File: src/rtl/mux_sel_pkg.sv
// Shared constants and elaboration helpers for the registered channel selector.
package mux_sel_pkg;

  localparam logic MODE_ORDER = 1'b0;
  localparam logic MODE_RR    = 1'b1;

  function automatic int unsigned clog2(input int unsigned v);
    int unsigned r;
    r = 0;
    for (int unsigned i = 0; i < 32; i++) begin
      if ((64'd1 << i) < 64'(v)) r = i + 1;
    end
    return r;
  endfunction

  // Channel-index width must be able to address every channel.
  function automatic bit sel_width_ok(input int unsigned n, input int unsigned selw);
    return clog2(n) <= selw;
  endfunction

endpackage

File: src/rtl/mux_sel_pipe_rr_pick.sv
// Combinational round-robin picker: first valid channel at or above the
// pointer, wrapping to the lowest valid channel below it.
module rr_pick #(
  parameter int unsigned N    = 7,
  parameter int unsigned SELW = 3
) (
  input  logic [N-1:0]    i_valid,
  input  logic [SELW-1:0] i_ptr,
  output logic [SELW-1:0] o_idx,
  output logic            o_hit
);

  logic            w_hi_hit;
  logic            w_lo_hit;
  logic [SELW-1:0] w_hi_idx;
  logic [SELW-1:0] w_lo_idx;

  // Two priority scans instead of a modular rotate: the upper scan wins,
  // the plain lowest-valid scan supplies the wrap-around case.
  always_comb begin
    w_hi_hit = 1'b0;
    w_hi_idx = '0;
    w_lo_hit = 1'b0;
    w_lo_idx = '0;
    for (int unsigned i = 0; i < N; i++) begin
      if (i_valid[i] && !w_lo_hit) begin
        w_lo_hit = 1'b1;
        w_lo_idx = SELW'(i);
      end
      if (i_valid[i] && !w_hi_hit && (i >= 32'(i_ptr))) begin
        w_hi_hit = 1'b1;
        w_hi_idx = SELW'(i);
      end
    end
  end

  assign o_hit = w_lo_hit;
  assign o_idx = w_hi_hit ? w_hi_idx : w_lo_idx;

endmodule

File: src/rtl/mux_sel_pipe.sv
// N-channel registered selector with valid/ready inputs, select-by-Order or
// round-robin arbitration, and a 2-entry output buffer.
module mux_sel_pipe
  import mux_sel_pkg::*;
#(
  parameter int unsigned N    = 7,
  parameter int unsigned W    = 32,
  parameter int unsigned SELW = 3
) (
  input  logic            clk,
  input  logic            rst_n,
  input  logic            RrMode,
  input  logic [SELW-1:0] Order,
  input  logic [N*W-1:0]  DataIn,
  input  logic [N-1:0]    InValid,
  output logic [N-1:0]    InReady,
  output logic [W-1:0]    DataOut,
  output logic [SELW-1:0] OutChan,
  output logic            OutValid,
  input  logic            OutReady,
  output logic            SelErr
);

  if (!sel_width_ok(N, SELW) || (N < 2) || (N > 16)) begin : g_param_err
    $error("mux_sel_pipe: need 2 <= N <= 16 and 2**SELW >= N");
  end

  logic [SELW-1:0] r_ptr;
  logic [1:0]      r_cnt;
  logic [W-1:0]    r_data0;
  logic [W-1:0]    r_data1;
  logic [SELW-1:0] r_chan0;
  logic [SELW-1:0] r_chan1;
  logic            r_selerr;

  logic [SELW-1:0] w_rr_idx;
  logic            w_rr_hit;
  logic [SELW-1:0] w_c;
  logic            w_hit;
  logic            w_order_ok;
  logic            w_c_valid;
  logic [W-1:0]    w_din;
  logic            w_pop;
  logic            w_full;
  logic            w_push;
  logic [SELW-1:0] w_ptr_next;

  rr_pick #(.N(N), .SELW(SELW)) u_rr_pick (
    .i_valid (InValid),
    .i_ptr   (r_ptr),
    .o_idx   (w_rr_idx),
    .o_hit   (w_rr_hit)
  );

  assign w_order_ok = 32'(Order) < N;

  always_comb begin
    if (RrMode == MODE_RR) begin
      w_c   = w_rr_idx;
      w_hit = w_rr_hit;
    end else begin
      w_c   = Order;
      w_hit = w_order_ok;
    end
  end

  // Loop-based channel mux keeps out-of-range Order values from indexing past N.
  always_comb begin
    w_c_valid = 1'b0;
    w_din     = '0;
    for (int unsigned i = 0; i < N; i++) begin
      if (32'(w_c) == i) begin
        w_c_valid = InValid[i];
        w_din     = DataIn[i*W +: W];
      end
    end
  end

  assign w_pop  = (r_cnt != 2'd0) && OutReady;
  assign w_full = (r_cnt == 2'd2) && !w_pop;
  assign w_push = rst_n && w_hit && w_c_valid && !w_full;

  always_comb begin
    InReady = '0;
    for (int unsigned i = 0; i < N; i++) begin
      InReady[i] = w_push && (32'(w_c) == i);
    end
  end

  assign w_ptr_next = (32'(w_c) == N - 1) ? '0 : w_c + 1'b1;

  always_ff @(posedge clk) begin
    if (!rst_n) begin
      r_cnt    <= '0;
      r_data0  <= '0;
      r_data1  <= '0;
      r_chan0  <= '0;
      r_chan1  <= '0;
      r_ptr    <= '0;
      r_selerr <= 1'b0;
    end else begin
      r_selerr <= (RrMode == MODE_ORDER) && !w_order_ok;
      if (w_push && (RrMode == MODE_RR)) r_ptr <= w_ptr_next;
      // Entry 0 is always the head so DataOut/OutChan come straight from flops.
      case ({w_push, w_pop})
        2'b01: begin
          r_data0 <= r_data1;
          r_chan0 <= r_chan1;
          r_cnt   <= r_cnt - 2'd1;
        end
        2'b10: begin
          if (r_cnt == 2'd0) begin
            r_data0 <= w_din;
            r_chan0 <= w_c;
          end else begin
            r_data1 <= w_din;
            r_chan1 <= w_c;
          end
          r_cnt <= r_cnt + 2'd1;
        end
        2'b11: begin
          if (r_cnt == 2'd1) begin
            r_data0 <= w_din;
            r_chan0 <= w_c;
          end else begin
            r_data0 <= r_data1;
            r_chan0 <= r_chan1;
            r_data1 <= w_din;
            r_chan1 <= w_c;
          end
        end
        default: ;
      endcase
    end
  end

  assign DataOut  = r_data0;
  assign OutChan  = r_chan0;
  assign OutValid = (r_cnt != 2'd0);
  assign SelErr   = r_selerr;

endmodule
File: config.mk
export PLATFORM = sky130hd
export DESIGN_NAME = mux_sel_pipe
export DESIGN_NICKNAME = d
export VERILOG_FILES = /design/src/rtl/mux_sel_pkg.sv /design/src/rtl/mux_sel_pipe_rr_pick.sv /design/src/rtl/mux_sel_pipe.sv
export SDC_FILE = /design/constraint.sdc
export NUM_CORES = 1
export LEC_CHECK = 0
export ABC_CLOCK_PERIOD_IN_PS = 5940
export BUFFER_PORTS_ARGS = -buffer_cell sky130_fd_sc_hd__buf_2
export CAP_MARGIN = 15
export CORE_ASPECT_RATIO = 1.4
export CORE_UTILIZATION = 34
export CTS_BUF_LIST = sky130_fd_sc_hd__clkbuf_16
export DETAILED_ROUTE_END_ITERATION = 7
export HOLD_SLACK_MARGIN = 0.05
export PLACE_DENSITY_LB_ADDON = 0.25
export RECOVER_POWER = 50
export SYNTH_ARGS = -nofsm -noshare
export SYNTH_HDL_FRONTEND = slang
export SYNTH_SLANG_ARGS = --single-unit
File: constraint.sdc
create_clock -name clk -period 5.94 [get_ports clk]
set_input_delay 0.297 -clock clk [delete_from_list [all_inputs] [get_ports clk]]
set_output_delay 0.297 -clock clk [all_outputs]
set_load 0.03 [all_outputs]
* Word level (Yosys, flattened, before mapping) *
Index checks and enable logic that the tools add are counted.

storage, ports and cells
  bits in registers = 76
  input bits = 238
  output and inout bits = 44
  word-level logic and storage cells = 146

operators by class
  add/sub/neg operators = 3
  magnitude comparators = 8
  equality and inequality tests = 14
  multiplexer cells = 57
  bitwise gates (word level) = 1
  reductions and logical operators = 56

operator list
  operator                                             number
  two-way mux 32 bit                                   11
  case mux 32 bit (3 select lines)                     1
  case mux 32 bit (2 select lines)                     1
  two-way mux 3 bit                                    13
  logical AND 1 bit                                    33
  two-way mux 1 bit                                    24
  logical NOT 1 bit                                    15
  == test 3 bit (second input constant)                3
  >= comparator 3 bit (first input constant)           3
  case mux 3 bit (3 select lines)                      1
  two-way mux 2 bit                                    4
  == test 2 bit (second input constant)                3
  == test 3 x 2 -> 1 bit (second input constant)       2
  >= comparator 1 x 3 -> 1 bit (first input constant)  2
  >= comparator 2 x 3 -> 1 bit (first input constant)  2
  != test 2 bit (second input constant)                3
  case mux 3 bit (2 select lines)                      1
  nonzero test 2 bit                                   3
  == test 2 x 1 -> 1 bit (second input constant)       2
  case mux 2 bit (2 select lines)                      1
  adder 3 x 1 -> 3 bit (second input constant)         1
  == test 3 x 1 -> 1 bit (second input constant)       1
  logical NOT 3 bit                                    1
  < comparator 3 bit (second input constant)           1
  other kinds (7)                                      7

* Depth between registers and ports, before layout *
Gate-level depths: netlist (run 1).

  word-level depth = 42
  depth in mapped cells = 25
  gate-level depth less buffers = 20

* Hierarchy *
Synthesis (run 1) repeated with hierarchy kept, for this count alone.

second synthesis, totals
  cells, all modules = 794
  area, all modules = 6013.3 µm²

by module, submodules not included
  module        instances  cells an instance  area each (µm²)  seq. area each (µm²)
  mux_sel_pipe  1          761                5809.3           1521.5
  rr_pick       1          33                 203.9            0.0

* Least setup slack after synthesis (run 1) *
No wires, ideal clock.

  path kind = register to register
  start point = register r_ptr[0]
  end point = register r_data0[16], in the netlist DataOut[16]
  data arrival time = 4.799 ns
  required time = 5.818 ns
  slack = 1.020 ns
  stages on the path, launching flop included = 21
  path buffers = 5
  clock period less this slack = 4.920 ns
  cells stage by stage = dfxtp_1 -> nor2b_1 -> o21ai_1 -> nand2_2 -> o32ai_1 -> clkbuf_1 -> buf_1 -> nor2_1 -> ha_1 -> clkbuf_1 -> o31ai_1 -> a211oi_2 -> nand2_1 -> inv_1 -> ha_1 -> clkbuf_1 -> and3_1 -> a211oi_2 -> buf_2 -> nor2_1 -> a221o_1

on the way
  longest elaborated chain between the ends = 42
  elaborated cells on any way between the ends = 73

ends and longest elaborated chain
  item                                                                  RTL line                    text
  from (decl)                                                           mux_sel_pipe.sv:28          logic [SELW-1:0] r_ptr;
  from (signal assigned)                                                mux_sel_pipe.sv:103         if (w_push && (RrMode == MODE_RR)) r_ptr <= w_ptr_next;
  >= comparator 1 x 3 -> 1 bit                                          mux_sel_pipe_rr_pick.sv:30  if (i_valid[i] && !w_hi_hit && (i >= 32'(i_ptr))) begin
  logical AND 1 bit                                                     mux_sel_pipe_rr_pick.sv:30
  two-way mux 1 bit                                                     mux_sel_pipe_rr_pick.sv:30
  logical NOT 1 bit                                                     mux_sel_pipe_rr_pick.sv:30
  logical AND 1 bit (2 in series)                                       mux_sel_pipe_rr_pick.sv:30
  two-way mux 1 bit                                                     mux_sel_pipe_rr_pick.sv:30
  logical NOT 1 bit                                                     mux_sel_pipe_rr_pick.sv:30
  logical AND 1 bit (2 in series)                                       mux_sel_pipe_rr_pick.sv:30
  [17 not listed]                                                       n/a
  two-way mux 3 bit (*)                                                 mux_sel_pipe_rr_pick.sv:38  assign o_idx = w_hi_hit ? w_hi_idx : w_lo_idx;
  two-way mux 3 bit (*)                                                 mux_sel_pipe.sv:58          if (RrMode == MODE_RR) begin
  logical NOT 3 bit                                                     mux_sel_pipe.sv:72          if (32'(w_c) == i) begin
  two-way mux 1 bit (7 in series)                                       mux_sel_pipe.sv:72
  logical AND 1 bit (2 in series)                                       mux_sel_pipe.sv:81          assign w_push = rst_n && w_hit && w_c_valid && !w_full;
  == test 2 bit / == test 2 x 1 -> 1 bit (equally long branches)        mux_sel_pipe.sv:105         case ({w_push, w_pop})
  != test 2 bit (no line) / nonzero test 3 bit (equally long branches)  n/a
  AND reduction 2 bit (no line)                                         n/a
  to (signal assigned)                                                  mux_sel_pipe.sv:107         r_data0 <= r_data1;
  to (signal assigned)                                                  mux_sel_pipe.sv:113         r_data0 <= w_din;
  to (signal assigned)                                                  mux_sel_pipe.sv:123         r_data0 <= w_din;
  to (decl)                                                             mux_sel_pipe.sv:30          logic [W-1:0] r_data0;

Every way passes the cells marked *; elsewhere a longest branch is shown, timed or not. The select of a mux whose other input is x is not followed.
A chain may end at the register's enable or synchronous reset.

* Worst setup path after layout (run 1) *
  start point = register r_ptr[1]
  end point = register r_data0[21], in the netlist DataOut[21]

Same word-level chain as after synthesis.

==> summary.md, run 1 <==
| Metric | Value |
|---|---|
| Run status | `finished with violations` |
| Failing checks | `capacitance limit, slew limit` |
| Final hold violations | `0` |
| Antenna violations before repair | `0` |
| Register area share after synthesis | `27.90%` |
| Root buf cell | `clkbuf_16` |
| Core Area | `15610 um^2` |
| CP delay by family, top | `compound AO/OA/AOI/OAI gates` |
| Worst Path Buf+Inv | `3` |
| Final std cells w/o fill | `1160` |
| Post-detailed-placement half-perimeter wirelength | `16460 um` |
| Peak Freq | `184.1 MHz` |
| Hold_buf cts | `0` |
| Final Setup Violations | `0` |
| Ys flop type | `dfxtp_1` |
| # Post-CTS Setup Buffers | `0` |
| Element type at the critical path end | `flip-flop` |
| Htree depth | `3` |
| Routability cong. | `0.9976` |
| Crit-path slowest cell | `a211oi_4` |
| # IOs | `282` |
| Cells after Synth | `713` |
| Vias | `6687` |
| Cell variety after synth | `68` |
| Worst-path fanout max | `20` |
| Cell taking the most area after synthesis | `dfxtp_1` |
| Req. time, crit path | `6.16 ns` |
| Slowest stage delay, CP | `0.67 ns` |
| Fin nets | `1204` |
| Top-area cell type share of the netlist area | `27.90%` |
| Die Height | `151.9 um` |
| EDFF count, synth | `0` |
| First-pass GRT wire length | `34240 um` |
| Inserted Clock Buffers | `9` |
| Syn Nets | `957` |
| Top-count cell post-synth | `o21ai_0` |
| Placed insts | `1145` |
| Fill cell count | `1629` |
| CTS resizes | `0` |
| Area grow syn2layout | `34.00%` |
| Port Buffers | `281` |
| Worst-Skew Late Latency | `0.34 ns` |
| Post-Syn Area | `5454 um^2` |
| DRT Wirelength | `22860 um` |
| Most frequent cells after synthesis | `90 x o21ai_0, 76 x dfxtp_1, 47 x clkbuf_1, 47 x nand2_1, 45 x a211oi_1` |
| Max-cap violations | `1` |
| CP Class | `flip-flop to flip-flop` |
| Area of the multi-input gates | `3572 um^2` |
| Hold Path Class | `input pin to flip-flop` |
| Die area | `16560 um^2` |
| Layout cells sized above 1 | `30.91%` |
| Antenna Cells | `0` |
| YS warnings | `0` |
| Final Slew Violations | `77` |
| Pin count of the biggest net entering global routing | `77` |
| Setup TNS Final | `0 ns` |
| DRT antenna net count | `0` |
| Total track usage | `27.09%` |
| Design area | `7308 um^2` |
| Launching element type of the critical path | `flip-flop` |
| Area after DPL | `7079 um^2` |
| Clk sink count | `76` |
| Final Cycle Share | `91.46%` |
| Leakage Power | `2.988 nW` |
| Register Area | `1521 um^2` |
| Initial detailed-routing violation count | `525` |
| Worst slew pin tran | `3.272 ns` |
| Crit-path cells | `a21boi_1 > o21bai_2 > nand2_2 > o31ai_2 > nand2_1 > nor2_1 > ha_1 > inv_1 > nand2_2 > a32oi_1 > o31ai_1 > a211oi_1 > nand2_1 > inv_1 > ha_1 > and3_1 > a211oi_4 > buf_4 > nor2b_1 > a221o_1` |
| Post-synth ARST share | `0%` |
| Layout Skew | `0.007850 ns` |
| Remaining DRCs | `0` |
| CTS tree | `done` |
| Pwr/cell area | `285.8 nW/um^2` |
| DR pass1 iterations | `6` |
| Slew margin rel. | `-118.1%` |
| Synthesized area per cell | `7.649 um^2` |
| Post-DR wirelength/cell | `19.71 um` |
| DIE WIDTH | `109.0 um` |
| Fin crit period | `5.433 ns` |
| Maximum clock path buffer count | `2` |
| Initial Utilization | `34.94%` |
| Vias in the first global route | `6423` |
| Max VDD drop | `0.0001697 V` |
| Vias per cell | `5.765` |
| WP data arrival | `5.65 ns` |
| Row count | `54` |
| Clk pin slew, worst setup/hold paths | `0.06 ns` |
| Congestion Overflow GR | `0` |
| Seq cells post-synth | `76` |
| Top area cells in the synthesized netlist | `dfxtp_1 28%, o21ai_0 8.3%, a221o_1 6.6%` |
| Unrepaired setup endpoints after global routing | `no` |
-- cell families after synthesis --
| group | count (synthesis) | share of synthesized area (%) |
|---|---|---|
| flops | 76 | 27.90 |
| fa+ha+maj | 6 | 1.376 |
| xor+xnor | 1 | 0.1606 |
| mux | 4 | 0.7571 |
| simple gates | 212 | 19.96 |
| buf+inv | 103 | 7.938 |
| compound gates | 311 | 41.91 |
-- routing by layer --
| layer | up-vias | routed length [um] | GRT usage (%) |
|---|---|---|---|
| met5 | - | 0 | 0 |
| met4 | 0 | 803 | 11.33 |
| met3 | 57 | 1534 | 4.204 |
| met2 | 317 | 11600 | 49.09 |
| met1 | 3090 | 8927 | 30.58 |
| li1 | 3223 | - | - |
-- sequential cells by signal (all words and copies together), names as in the netlist --
register and flops:
r_chan1 3, r_ptr 3, DataOut 32, OutChan 3, r_cnt 2, SelErr 1
r_data1 32
-- report_power, final --
part           leakage (nW)  switching (W)  internal, W
clock network         0.146       0.000211     0.000362
logic                  2.23       0.000570     0.000309
registers             0.616      0.0000472     0.000588
-- tightest hold or removal path, stage by stage --
cell	delay (ns)
buf_2	0.08
a22oi_1	0.07
a21oi_1	0.13
a221o_1	0.11
-- final timing paths --
check,from,endpoint,slack (ns),depth (start not counted)
setup / recovery,r_ptr[1],DataOut[21],0.51,20
hold / removal,DataIn[160],DataOut[0],0.38,4
setup reg to reg,r_ptr[1],DataOut[21],0.51,20
hold reg to reg,r_data1[28],r_data1[28],0.47,2
-- placed cells by master (no fill, tap or decap), types with 3 or more instances in the layout --
cell type	netlist	routed
buf_2	10	237
o21ai_0	90	90
dfxtp_1	76	76
nand2_1	47	47
a211oi_1	45	46
clkbuf_1	47	46
nand3_1	36	36
a221o_1	36	36
nor2b_1	34	34
inv_1	33	33
nor3_1	32	31
nor2_1	29	27
a22oi_1	27	27
a2111oi_0	24	24
a21oi_1	24	23
buf_4	1	21
o21a_1	11	11
nand2b_1	10	10
clkbuf_16	0	9
a32oi_1	8	8
and2_0	5	6
ha_1	6	6
a21o_1	5	5
a221oi_1	4	4
o31a_1	4	4
a222oi_1	3	3
-- stage by stage --
stage / power (W) / setup slack [ns] / hold slack (ns) / utilization [%]
floorplan: 0.001210 / 1.020 / 0.4454 / -
global placement: 0.001530 / 0.7240 / 0.4519 / 45.36
detailed placement: 0.001538 / 0.5505 / 0.4629 / 45.36
CTS: 0.002115 / 0.6030 / 0.3656 / 47.31
global route: 0.002209 / 0.07874 / 0.4003 / 46.83
finish: 0.002089 / 0.5071 / 0.3800 / 46.83
-- area by class of cell --
class,count,share of cell area [%]
multi-input combinational,534,48.88
tap,196,3.356
clock inverter,6,1.096
timing repair buffer,305,21.02
sequential,76,20.82
inverter,34,1.746
clock buffer,9,3.082
Note: power is estimated with default switching activity, not from simulation.
==> inputs of run 2 (changes only) <==
--- a/config.mk
+++ b/config.mk
@@ -5,6 +5,7 @@
 export SDC_FILE = /design/constraint.sdc
 export NUM_CORES = 1
 export LEC_CHECK = 0
+export ABC_AREA = 1
 export ABC_CLOCK_PERIOD_IN_PS = 5940
 export BUFFER_PORTS_ARGS = -buffer_cell sky130_fd_sc_hd__buf_2
 export CAP_MARGIN = 15
@@ -13,7 +14,6 @@
 export CTS_BUF_LIST = sky130_fd_sc_hd__clkbuf_16
 export DETAILED_ROUTE_END_ITERATION = 7
 export HOLD_SLACK_MARGIN = 0.05
-export PLACE_DENSITY_LB_ADDON = 0.25
 export RECOVER_POWER = 50
 export SYNTH_ARGS = -nofsm -noshare
 export SYNTH_HDL_FRONTEND = slang
==> summary.md, run 2 <==
| Metric | Value |
|---|---|
| Run status | `finished with violations` |
| Failing checks | `capacitance limit, slew limit` |
| Initial Utilization | `34.68% (-0.27 points)` |
| Most frequent cell on the critical path | `nand2_1` |
| Layout cells sized above 1 | `19.25% (-12 points)` |
| Pwr/cell area | `344.0 nW/um^2 (+20%)` |
| Die Height | `175.7 um (+16%)` |
| Root buf cell | `clkbuf_16` |
| Slew margin rel. | `-114.2% (+3.9 points)` |
| Setup TNS Final | `0 ns (unchanged)` |
| Req. time, crit path | `6.16 ns (about the same)` |
| YS warnings | `0 (unchanged)` |
| Routability cong. | `0.9015 (-9.6%)` |
| CTS resizes | `0 (unchanged)` |
| Maximum clock path buffer count | `2 (unchanged)` |
| Antenna violations before repair | `1 (+1)` |
| RR Startpoint | `r_ptr[2]` |
| Clk sink count | `76 (unchanged)` |
| Fin crit period | `5.095 ns (-0.3383 ns)` |
| Synthesized area per cell | `5.130 um^2 (-33%)` |
| Top-count cell post-synth | `nand2_1` |
| Cells after Synth | `1428 (+100%)` |
| Leakage Power | `5.096 nW (+71%)` |
| Final std cells w/o fill | `1913 (+65%)` |
| # IOs | `282 (unchanged)` |
| EDFF count, synth | `0 (unchanged)` |
| Max-cap violations | `1 (unchanged)` |
| Total track usage | `25.19% (-1.9 points)` |
| CP Class | `flip-flop to flip-flop` |
| Cell taking the most area after synthesis | `nand2_1` |
| Ys flop type | `dfxtp_1` |
| Hold path start | `Order[0]` |
| Top area cells in the synthesized netlist | `nand2_1 26%, dfxtp_1 21%, nor2_1 13%` |
| Worst-Skew Late Latency | `0.34 ns (about the same)` |
| Vias per cell | `4.865 (-16%)` |
| Most common library cell in the layout ignoring fill and taps | `nand2_1` |
| Register area share after synthesis | `20.77% (-7.1 points)` |
| Worst Path Buf+Inv | `6 (+3)` |
| Die area | `22150 um^2 (+34%)` |
| Final worst-path setup slack | `0.8454 ns (+0.3383 ns)` |
| Launching element type of the critical path | `flip-flop` |
| Final Cycle Share | `85.77% (-5.7 points)` |
| Congestion Overflow GR | `0 (unchanged)` |
| Post-Syn Area | `7326 um^2 (+34%)` |
| Final hold violations | `0 (unchanged)` |
| Crit-path slowest cell | `buf_4` |
| DIE WIDTH | `126.1 um (+16%)` |
| Crit-path cells | `nor2_1 > a21oi_2 > nand2_1 > nor2_2 > nand3_1 > nand2_1 > nand2_1 > nand2_1 > nor2_1 > inv_2 > o21ai_0 > inv_1 > nand2_1 > nand3_1 > inv_1 > ha_1 > buf_4 > inv_1 > nand2_4 > nand3_2 > buf_4 > nand2_1 > nand2_1 > nor2_1` |
| Max VDD drop | `0.0001769 V (+4.3%)` |
| Placed insts | `1895 (+66%)` |
| Area grow syn2layout | `23.77%` |
| Row count | `63 (+17%)` |
| Slowest stage delay, CP | `0.52 ns (-0.15 ns)` |
| Final Slew Violations | `74 (-3.9%)` |
| CP delay by family, top | `simple AND/OR/NAND/NOR gates` |
| Setup WS pre-CTS | `0.9918 ns (+0.4413 ns)` |
| Most frequent cells after synthesis | `517 x nand2_1, 261 x nor2_1, 150 x inv_1` |
| Hold Path Class | `input pin to flip-flop` |
| # Post-CTS Setup Buffers | `0 (unchanged)` |
| Syn Nets | `1672 (+75%)` |
| Hold_buf cts | `0 (unchanged)` |
| Most frequent cells in the layout | `518 x nand2_1, 261 x nor2_1, 237 x buf_2` |
| Worst slew pin tran | `3.213 ns (-0.05915 ns)` |
| Area of the multi-input gates | `4845 um^2 (+36%)` |
| Fill cell count | `2430 (+49%)` |
| Register Area | `1521 um^2 (unchanged)` |
| Post-DR wirelength/cell | `14.72 um (-25%)` |
| DRT antenna net count | `0 (unchanged)` |
| Worst Setup SP | `r_ptr[2]` |
| Fin nets | `1891 (+57%)` |
| Cell variety after synth | `36 (-47%)` |
| Element type at the critical path end | `flip-flop` |
| Post-synth ARST share | `0% (unchanged)` |
| Vias | `9306 (+39%)` |
| DR pass1 iterations | `6 (unchanged)` |
| DRT Wirelength | `28150 um (+23%)` |
| Peak Freq | `196.3 MHz (+6.6%)` |
| WP data arrival | `5.32 ns (-0.33 ns)` |
| Pin count of the biggest net entering global routing | `74 (-3.9%)` |
| Post-detailed-placement half-perimeter wirelength | `20760 um (+26%)` |
| Unrepaired setup endpoints after global routing | `no` |
| Core Area | `21130 um^2 (+35%)` |
| Final Setup Violations | `0 (unchanged)` |
| Initial detailed-routing violation count | `742 (+41%)` |
| Htree depth | `3 (unchanged)` |
| First-pass GRT wire length | `44250 um (+29%)` |
| CTS tree | `done` |
| Vias in the first global route | `8587 (+34%)` |
| Clk pin slew, worst setup/hold paths | `0.07 ns (about the same)` |
| Seq cells post-synth | `76 (unchanged)` |
| Remaining DRCs | `0 (unchanged)` |
| Inserted Clock Buffers | `9 (unchanged)` |
| Layout Skew | `0.01107 ns (+0.003216 ns)` |
| Worst-path fanout max | `57 (+190%)` |
| Top-area cell type share of the netlist area | `26.49% (-1.4 points)` |
| Port Buffers | `281 (unchanged)` |
==> run 2: worst min-delay path, stage by stage <==
cell	delay, ns
buf_2	0.10
nand3_1	0.12
nor2_1	0.05
==> run 2: cell families after synthesis <==
family                     synth area share [%]
xor gates and xnor gates                 0.1196
AOI/OAI and AO/OA                         8.984
adders and majority gates                 1.025
and+or+nand+nor                           55.87
DFF                                       20.77
buffers and inverters                     13.24
==> run 2: metal layers <==
| metal | part of all wire, % | vias up | global-route usage, % |
|---|---|---|---|
| li1 | - | 4826 | - |
| met1 | 43 | 4110 | 31.50 |
| met2 | 48 | 332 | 44.50 |
| met3 | 5.9 | 38 | 2.802 |
| met4 | 2.7 | 0 | 8.584 |
| met5 | 0 | - | 0 |
==> run 2: cell type report <==
class	instances	share of cell area [%]
multi-input cells	1111	53.43
flip-flops and latches	76	16.78
repair buffers	294	16.27
inverters	155	6.416
well taps	260	3.588
clock buffers	9	2.484
clock inverters	7	1.007
diodes	1	0.02760
==> run 2: final timing paths <==
kind | slack (ns) | depth (start not counted) | end
worst max-delay path | 0.85 | 24 | r_data1[10]
worst min-delay path | 0.27 | 3 | SelErr
worst max register to register | 0.85 | 24 | r_data1[10]
worst min register to register | 0.52 | 2 | r_ptr[0]
==> run 2: metrics by stage <==
| stage | hold slack, ns | instance area [um^2] | total power, W | util [%] |
|---|---|---|---|---|
| 2_1_floorplan | 0.4521 | 7326 | 0.002038 | - |
| 3_3_place_gp | 0.4951 | 8772 | 0.002520 | 41.52 |
| 3_5_place_dp | 0.4974 | 8800 | 0.002561 | 41.65 |
| 4_1_cts | 0.2652 | 9116 | 0.003165 | 43.15 |
| 5_1_grt | 0.2723 | 9067 | 0.003408 | 42.92 |
| 6_report | 0.2672 | 9067 | 0.003119 | 42.92 |
==> run 2: power breakdown <==
group	switching [W]	internal (W)	leakage (nW)
Clock	0.000226	0.000367	0.151
Sequential	0.0000939	0.000685	0.624
Combinational	0.00122	0.000523	4.32
==> inputs of run 3 (changes only) <==
--- a/config.mk
+++ b/config.mk
@@ -14,7 +14,9 @@
 export CTS_BUF_LIST = sky130_fd_sc_hd__clkbuf_16
 export DETAILED_ROUTE_END_ITERATION = 7
 export HOLD_SLACK_MARGIN = 0.05
+export MAX_ROUTING_LAYER = met4
 export RECOVER_POWER = 50
 export SYNTH_ARGS = -nofsm -noshare
 export SYNTH_HDL_FRONTEND = slang
+export SYNTH_HIERARCHICAL = 1
 export SYNTH_SLANG_ARGS = --single-unit
==> summary.md, run 3 <==
| Metric | Value |
|---|---|
| Run status | `finished with violations` |
| Failing checks | `capacitance limit, slew limit` |
| EDFF count, synth | `0 (unchanged)` |
| Combinational power share | `56.0% (about the same)` |
| Setup WS pre-CTS | `1.027 ns (+0.03511 ns)` |
| Cell variety after synth | `34 (-5.6%)` |
| Setup TNS Final | `0 ns (unchanged)` |
| Vias per cell | `5.030 (+3.4%)` |
| Req. time, crit path | `6.18 ns (+0.02 ns)` |
| Post-DR wirelength/cell | `15.48 um (+5.2%)` |
| Root buf cell | `clkbuf_16` |
| Slew margin rel. | `-31.71% (+82 points)` |
| Final Slew Violations | `37 (-50%)` |
| Vias in the first global route | `8452 (-1.6%)` |
| DR pass1 iterations | `5 (-1)` |
| # Post-CTS Setup Buffers | `0 (unchanged)` |
| Fin crit period | `5.132 ns (+0.03764 ns)` |
| Final Cycle Share | `86.40% (+0.63 points)` |
| Initial Utilization | `34.73% (+0.055 points)` |
| Pin count of the biggest net entering global routing | `74 (unchanged)` |
| WP data arrival | `5.37 ns (+0.05 ns)` |
| Final Setup Violations | `0 (unchanged)` |
| Pwr/cell area | `347.9 nW/um^2 (+1.1%)` |
| DRT Wirelength | `28290 um (+0.48%)` |
| Final worst-path setup slack | `0.8078 ns (-0.03764 ns)` |
| Vias | `9189 (-1.3%)` |
| Port Buffers | `281 (unchanged)` |
| Ys flop type | `dfxtp_1` |
| Die Height | `173.1 um (-1.4%)` |
| Switch share | `50.28% (+0.74 points)` |
| Layout Skew | `0.006043 ns (-0.005023 ns)` |
| Seq cells post-synth | `76 (unchanged)` |
| Clk pin slew, worst setup/hold paths | `0.06 ns (about the same)` |
| Top area cells in the synthesized netlist | `nand2_1 23%, dfxtp_1 21%, nor2_1 13%` |
| Inserted Clock Buffers | `9 (unchanged)` |
| Worst slew pin tran | `1.976 ns (-1.237 ns)` |
| Post-Syn Area | `7113 um^2 (-2.9%)` |
| Register share of total power | `25.5% (+0.5 points)` |
| Clock share of power | `18.4% (-0.6 points)` |
| Cells after Synth | `1346 (-5.7%)` |
| Worst-path fanout max | `36 (-37%)` |
| Most frequent cells after synthesis | `429 x nand2_1, 255 x nor2_1, 147 x nand3_1` |
| Final hold violations | `0 (unchanged)` |
| Max-cap violations | `1 (unchanged)` |
| Htree depth | `3 (unchanged)` |
| Maximum clock path buffer count | `2 (unchanged)` |
| Die area | `21510 um^2 (-2.9%)` |
| Worst-Skew Late Latency | `0.34 ns (about the same)` |
| YS warnings | `6 (+6)` |
| RR Startpoint | `r_ptr[2]` |
| Initial detailed-routing violation count | `678 (-8.6%)` |
| Register area share after synthesis | `21.39% (+0.62 points)` |
| Top-count cell post-synth | `nand2_1` |
| Hold path start | `Order[1]` |
| Total track usage | `26.52% (+1.3 points)` |
| Hold Path Class | `input pin to flip-flop` |
| Layout cells sized above 1 | `20.89% (+1.6 points)` |
| Fin nets | `1809 (-4.3%)` |
| CTS tree | `done` |
| CTS resizes | `0 (unchanged)` |
| Hold_buf cts | `0 (unchanged)` |
| Row count | `62 (-1.6%)` |
| Synthesized area per cell | `5.285 um^2 (+3.0%)` |
| First-pass GRT wire length | `44450 um (+0.45%)` |
| DRT antenna net count | `0 (unchanged)` |
| Remaining DRCs | `0 (unchanged)` |
| Power Total | `0.003064 W (-1.8%)` |
| Area grow syn2layout | `23.83% (about the same)` |
| Element type at the critical path end | `flip-flop` |
| Cell taking the most area after synthesis | `nand2_1` |
| Psw | `0.001541 W (-0.28%)` |
| Final core occ | `43.01% (+0.088 points)` |
| Congestion Overflow GR | `0 (unchanged)` |
| # IOs | `282 (unchanged)` |
| Placed insts | `1810 (-4.5%)` |
| CP Class | `flip-flop to flip-flop` |
| DIE WIDTH | `124.2 um (-1.4%)` |
| Antenna violations before repair | `1 (unchanged)` |
| Max VDD drop | `0.0002283 V (+29%)` |
| Unrepaired setup endpoints after global routing | `no` |
| Routability cong. | `0.9284 (+3.0%)` |
| Most common library cell in the layout ignoring fill and taps | `nand2_1` |
| Top-area cell type share of the netlist area | `22.64% (-3.9 points)` |
| Clk sink count | `76 (unchanged)` |
| Syn Nets | `1590 (-4.9%)` |
| Worst Setup SP | `r_ptr[2]` |
| Peak Freq | `194.8 MHz (-0.73%)` |
| Final std cells w/o fill | `1827 (-4.5%)` |
| Leakage Power | `4.632 nW (-9.1%)` |
| Core Area | `20480 um^2 (-3.1%)` |
| Post-synth ARST share | `0% (unchanged)` |
| Launching element type of the critical path | `flip-flop` |
| Post-detailed-placement half-perimeter wirelength | `21340 um (+2.8%)` |
| Power Internal | `0.001524 W (-3.2%)` |
| Most frequent cells in the layout | `430 x nand2_1, 253 x nor2_1, 238 x buf_2` |
-- run 3: changes by cell type in the layout (fill, tap and decap cells not counted), moves of 3 or more --
cell,change
inv_1,-59
nand4_1,+21
clkinv_4,+3
o21ai_0,-22
a21oi_1,+44
nand3_1,+26
nor2_2,+3
buf_4,+6
nand2_1,-88
nor2_1,-8
nand3b_1,+3
o21ai_1,-6
-- run 3: cell families (layout without fill, tap and decap cells) --
family                   Yosys count  after routing  synth area share (%)
AO/OA/AOI/OAI                    133            133                 9.622
other                              0              1                     0
flip-flops                        76             76                 21.39
adder cells (fa/ha/maj)            6              6                 1.055
AND/OR/NAND/NOR                  940            940                 56.85
XOR/XNOR                           1              1                0.1232
buffers and inverters            190            414                 10.96
-- run 3: final timing paths --
check	endpoint	slack [ns]	cells past startpoint
worst max-delay path	r_cnt[1]	0.81	26
worst min-delay path	SelErr	0.29	3
worst max register to register	r_cnt[1]	0.81	26
worst min register to register	r_ptr[1]	0.51	2
-- run 3: per-layer routing --
layer	vias up	share of wire, %	GRT usage [%]
li1	4707	-	-
met4	0	3.4	10.99
met1	4104	43	32.40
met3	46	5.6	2.692
met2	332	48	44.27
met5	-	0	-
-- run 3: area by class of cell --
class,instances,area (um^2)
Antenna cell,1,2.502
Inverter,100,375.4
Clock buffer,9,225.2
Sequential cell,76,1521
Clock inverter,7,76.32
Timing Repair Buffer,298,1474
Tap cell,256,320.3
Multi-Input combinational cell,1080,4813
Fill cell,2333,11670
-- run 3: power groups by stage --
stage | Sequential (W) | Combinational [W] | Clock, W
2_1_floorplan | 0.000980 | 0.00106 | 0
3_3_place_gp | 0.000788 | 0.00173 | 0
3_5_place_dp | 0.000789 | 0.00174 | 0
4_1_cts | 0.000781 | 0.00175 | 0.000580
5_1_grt | 0.000802 | 0.00192 | 0.000600
6_report | 0.000782 | 0.00172 | 0.000565
-- run 3: metrics by stage --
step                      cell area [um^2]  hold WS [ns]
after floorplan                       7113        0.4516
after global placement                8578        0.4960
after detailed placement              8578        0.4989
after CTS                             8880        0.2836
after global routing                  8808        0.3016
final                                 8808        0.2871
-- run 3: worst max-delay path: stages (launching register included) --
cell and delay (ns):
dfxtp_1 0.44, inv_2 0.05, nand2_1 0.06, inv_1 0.04, a21oi_1 0.26, nand2_2 0.12
nor2_4 0.12, nand2_1 0.08, nand3_1 0.11, inv_1 0.05, nand2_1 0.05, nand2_1 0.34
nor2_1 0.22, ha_1 0.21, nand2_1 0.06, nand2_1 0.06, inv_1 0.04, nand2_1 0.05
nand2_1 0.05, nand2_1 0.22, nand3_1 0.13, inv_1 0.17, ha_1 0.20, clkbuf_1 1.43
xnor2_1 0.18, o21ai_0 0.25, inv_1 0.05
